==> config.mk <==
export PLATFORM = sky130hd
export DESIGN_NAME = mux8_rr_arbiter
export DESIGN_NICKNAME = d
export VERILOG_FILES = /design/src/rtl/mux8_rr_arbiter.sv
export SDC_FILE = /design/constraint.sdc
export NUM_CORES = 1
export LEC_CHECK = 0
export CORE_MARGIN = 2
export CORE_UTILIZATION = 45
export DETAILED_ROUTE_END_ITERATION = 12
export HOLD_SLACK_MARGIN = 0.15
export PLACE_DENSITY = 0.7
export SLEW_MARGIN = 20
export SYNTH_ARGS = -nofsm -noshare
export SYNTH_HDL_FRONTEND = slang
export SYNTH_SLANG_ARGS = --single-unit
==> constraint.sdc <==
create_clock -name clk -period 5.5 [get_ports clk]
set_input_delay 0.55 -clock clk [delete_from_list [all_inputs] [get_ports clk]]
set_output_delay 0.55 -clock clk [all_outputs]
set_load 0.005 [all_outputs]
==> src/rtl/mux8_rr_arbiter.sv <==
// Round-robin arbiter sharing one 8:1 mux among 8 single-bit requesters.
// Grants are registered, one-hot, and capped at MAX_HOLD consecutive cycles.
// Each grant is followed by one idle cycle in which the next winner is chosen.

// Plain 8:1 bit multiplexer shared by all channels.
module mux_8x1 (
  input  logic [7:0] D,
  input  logic [2:0] S,
  output logic       Y
);
  assign Y = D[S];
endmodule

module mux8_rr_arbiter #(
  parameter int MAX_HOLD = 4,
  parameter int CNT_W    = 8
) (
  input  logic       clk,
  input  logic       rst,
  input  logic [7:0] req,
  input  logic [7:0] D,
  output logic [2:0] S,
  output logic [7:0] gnt,
  output logic       busy,
  output logic       Y
);

  typedef enum logic [0:0] {
    IDLE  = 1'b0,
    GRANT = 1'b1
  } state_t;

  // Last count value before a continuously requesting owner must let go.
  localparam logic [CNT_W-1:0] HOLD_LAST = CNT_W'(MAX_HOLD - 1);

  state_t           r_state;
  state_t           w_state_nxt;
  logic [2:0]       r_ptr;
  logic [2:0]       w_ptr_nxt;
  logic [2:0]       r_sel;
  logic [2:0]       w_sel_nxt;
  logic [7:0]       r_gnt;
  logic [7:0]       w_gnt_nxt;
  logic             r_busy;
  logic             w_busy_nxt;
  logic [CNT_W-1:0] r_hold_cnt;
  logic [CNT_W-1:0] w_hold_cnt_nxt;

  logic [15:0]      w_req_dbl;
  logic [7:0]       w_req_rot;
  logic [2:0]       w_off;
  logic [2:0]       w_win;
  logic             w_release;
  logic             w_mux_y;

  // Winner search: rotate req so the pointer channel lands at bit 0, then
  // take the lowest set bit; scanning downwards lets the lowest offset win.
  always_comb begin
    w_req_dbl = {req, req};
    w_req_rot = w_req_dbl[r_ptr +: 8];
    w_off     = 3'd0;
    for (int k = 7; k >= 0; k--) begin
      w_off = w_req_rot[k] ? 3'(k) : w_off;
    end
    w_win = r_ptr + w_off;
  end

  // Next-state and next-output logic for the IDLE/GRANT machine.
  always_comb begin
    w_state_nxt    = r_state;
    w_ptr_nxt      = r_ptr;
    w_sel_nxt      = r_sel;
    w_gnt_nxt      = r_gnt;
    w_busy_nxt     = r_busy;
    w_hold_cnt_nxt = r_hold_cnt;
    // A dropped request and an expired hold limit collapse into one release.
    w_release      = (req[r_sel] == 1'b0) || (r_hold_cnt == HOLD_LAST);
    case (r_state)
      IDLE: begin
        if (req != 8'h00) begin
          w_sel_nxt      = w_win;
          w_gnt_nxt      = 8'h01 << w_win;
          w_busy_nxt     = 1'b1;
          w_hold_cnt_nxt = '0;
          w_state_nxt    = GRANT;
        end else begin
          w_state_nxt    = IDLE;
        end
      end
      GRANT: begin
        if (w_release) begin
          // S keeps its value so the mux stays stable through the idle cycle.
          w_gnt_nxt   = 8'h00;
          w_busy_nxt  = 1'b0;
          w_ptr_nxt   = r_sel + 3'd1;
          w_state_nxt = IDLE;
        end else begin
          w_hold_cnt_nxt = r_hold_cnt + CNT_W'(1);
        end
      end
      default: begin
        w_gnt_nxt   = 8'h00;
        w_busy_nxt  = 1'b0;
        w_state_nxt = IDLE;
      end
    endcase
  end

  // State and output registers with synchronous reset that can abort a grant.
  always_ff @(posedge clk) begin
    if (rst) begin
      r_state    <= IDLE;
      r_ptr      <= 3'd0;
      r_sel      <= 3'd0;
      r_gnt      <= 8'h00;
      r_busy     <= 1'b0;
      r_hold_cnt <= '0;
    end else begin
      r_state    <= w_state_nxt;
      r_ptr      <= w_ptr_nxt;
      r_sel      <= w_sel_nxt;
      r_gnt      <= w_gnt_nxt;
      r_busy     <= w_busy_nxt;
      r_hold_cnt <= w_hold_cnt_nxt;
    end
  end

  mux_8x1 u_mux (
    .D (D),
    .S (r_sel),
    .Y (w_mux_y)
  );

  assign S    = r_sel;
  assign gnt  = r_gnt;
  assign busy = r_busy;
  assign Y    = w_mux_y & r_busy;

endmodule

==> results by group <==
STA
  • Setup Skew: 0.00212 ns
  • Period utilisation layout: 0.612
  • Setup slack after layout: 2.14 ns
  • Tightest Pin Transition: 0.748 ns
  • Endpoints failing hold: 0
  • Relative slew slack: 0.501
  • Min Tclk post-route: 3.36 ns
  • Max Slew Vio Count: 0
  • RSZ-0062 raised after global routing: no
  • Setup tns final: 0 ns
  • Achievable Freq: roughly 0.3 GHz
  • Endpoints failing setup: 0

Logic synthesis
  • Post-synth EDFFs: 0
  • Yosys warning count: 0
  • Sequential fraction of the synthesis area: 0.275
  • Synth Flop Type: dfxtp_1
  • #FFs+latches synth: 24
  • Synthesized net count: 227
  • Async SR Flop Fraction: 0
  • Syn Inst Count: 205
  • Distinct cells, synth: 56
  • Mean Syn Cell Area: approximately 8.5 um2
  • Post-synthesis cell area: 0.00175 mm2

Clocking
  • Hold buffer count at cts: 0
  • # Post-CTS Setup Buffers: 0
  • CTS Buffer Depth: 2
  • Root buffer cell: clkbuf_8
  • Clock Sinks: 24
  • CTS H-Tree Depth: 1
  • Clk_lat worst skew: 0.26 ns
  • CTS tree: built
  • Reg clk slew, reported paths: 0.08 ns
  • Post-CTS Resized: 0
  • TritonCTS Buffers: 3

Finish
  • # diodes: 0
  • Final Net Count: 251
  • Footprint of the multi-input gates: 0.00117 mm2
  • Area taken by flip-flops and latches: 480 um2
  • Commonest non-fill, non-tap cells in the layout: nor2_1, clkdlybuf4s50_1, dfxtp_1
  • Share of cells above drive strength 1: 0.0965
  • Filler Cells Inserted: between 300 and 400
  • Layout area overhead: 20.5%

Min path
  • HP Start: gnt[2]
  • Hold depth: 2
  • HP Class: reg -> reg
  • Hold Path Sink: gnt[2]

Power and ir drop
  • PwrDens: 297 mW/mm2
  • Switching power: ~220 uW
  • Clock share of power: 0.187
  • Internal power: 403 uW
  • Net Sw Frac: 0.354
  • Lkg Pwr: 0.000785 uW
  • Gate power share: 0.427
  • Worst vdd ir: approximately 0.19 mV
  • Sequential power share: 0.386

Critical path
  • Top Family by Delay on Critical Path: compound AO/OA/AOI/OAI gates
  • Max incr delay on CP: a little over 0.8 ns
  • CP Max Fanout: 18
  • R2R depth: 11
  • Critical path buffers and inverters: 2
  • Critical path class: reg -> reg
  • CP Capture Type: flip-flop
  • CP Cell Sequence: inv_2 -> o31a_1 -> a211o_1 -> a22oi_1 -> a21o_1 -> ha_1 -> inv_1 -> fa_1 -> or3_1 -> mux2i_1 -> a311o_1
  • R2r setup slk: 2.14 ns
  • Startpoint types: flip-flop
  • Crit path DAT: 3.58 ns
  • Required time at the worst-slack endpoint: 5.71 ns
  • FF-to-FF Start: r_ptr[1]
  • Reg2reg end: S[2]
  • Crit-path slowest cell: dfxtp_1

Die
  • Starting Density: 0.474
  • Core ar.: roughly 0.0037 mm2
  • Die X: 66.3 um
  • Row count: 22
  • IO Pins: 31
  • Total die area: 0.00440 mm2
  • Die height: roughly 66 um

Placed design
  • IO buf count: 30
  • Final HPWL DP: 2890 um
  • Pre-CTS setup slack: 1.89 ns
  • Placer Congestion: 0.901

GRT
  • Antenna violations before repair: 0
  • Global route overflow: 0
  • Largest net degree at the start of global routing: 19
  • First-pass GRT wire length: 6590 um
  • Gr usage total: 0.189
  • Number of global-route vias before repair: ~1.4k

Drt
  • Drt pass-1 iters: 4
  • Number of remaining DRC errors: 0
  • Via count: 1558
  • Initial DRC count: 195
  • DR WL/cell: around 14 um
  • Post-Route WL: 3860 um
  • Vias/cell: about 5.6
  • Antenna Nets Post-Route: 0

Run
  • Max Cap Viol: 0

Status
  • Outcome: completed
[worst max-delay path by stage]
stage,startpoint,endpoint,cells after the start
after CTS,r_ptr[1],S[2],11
after detailed placement,req[0],S[2],12
after global placement,req[7],S[2],13
after global routing,r_ptr[1],S[2],11
final,r_ptr[1],S[2],11
after floorplan,req[0],S[2],12
[through the flow]
step           power, uW  cells  cell area, um2   util  hold slack (ns)
6_report             625    276            2100  0.571            0.459
3_3_place_gp         514    272            2050  0.556            0.445
3_5_place_dp         512    272            2050  0.556            0.447
4_1_cts              631    276            2100  0.571            0.467
5_1_grt              672    276            2100  0.571            0.493
2_1_floorplan        430    205            1750      -            0.449
[layout make-up]
type	instances	area share
Multi-Input combinational cell	159	0.555
Sequential cell	24	0.228
Timing Repair Buffer	30	0.143
Tap cell	48	0.0285
Clock buffer	4	0.0262
Inverter	11	0.0196
[worst min-delay path, delay by kind of cell (launching register included)]
| kind | cells | cell delay [ns] |
|---|---|---|
| DFF | 1 | 0.33 |
| AOI/OAI and AO/OA | 1 | 0.05 |
| and+or+nand+nor | 1 | 0.04 |
[synth_stat cells (all sizes together), types with 3 or more instances]
library cell / count / area, um2
a211oi: 5 / 37.5
a21oi: 9 / 56.3
and3: 3 / 18.8
buf: 7 / 42.5
clkbuf: 4 / 15.0
dfxtp: 24 / 480
ha: 3 / 37.5
inv: 11 / 41.3
mux2: 5 / 63.8
mux2i: 15 / 150
mux4: 4 / 90.1
nand2: 17 / 66.3
nand3: 4 / 20.0
nand4: 4 / 25.0
nor2: 30 / 113
nor2b: 6 / 37.5
nor3: 4 / 20.0
o21ai: 8 / 40.0
xor2: 5 / 43.8
[power groups by stage]
stage | sequential, uW | clock, uW | combinational (uW)
detailed placement | 246 | 0 | 267
finish | 241 | 117 | 267
global placement | 247 | 0 | 267
floorplan | 215 | 0 | 215
CTS | 242 | 121 | 268
global route | 247 | 127 | 298
[logic make-up after synthesis]
| group | after synthesis | synth area share |
|---|---|---|
| buffers and inverters | 22 | 0.0566 |
| AND/OR/NAND/NOR | 74 | 0.198 |
| AO/OA/AOI/OAI | 49 | 0.210 |
| multiplexers | 24 | 0.174 |
| adder cells (fa/ha/maj) | 5 | 0.0408 |
| XOR/XNOR | 7 | 0.0458 |
| flip-flops | 24 | 0.275 |
[layer usage]
metal	track usage	wire length (um)
met5	0	0
met4	0.0587	42
met3	0.0204	201
met2	0.303	1770
met1	0.265	1840
[sequential cells by signal, indices dropped and copies added (netlist names)]
| name | cells |
|---|---|
| busy | 1 |
| r_ptr | 3 |
| gnt | 8 |
| r_hold_cnt | 8 |
| S | 3 |
| r_state | 1 |
Note: power is estimated with default switching activity, not from simulation.
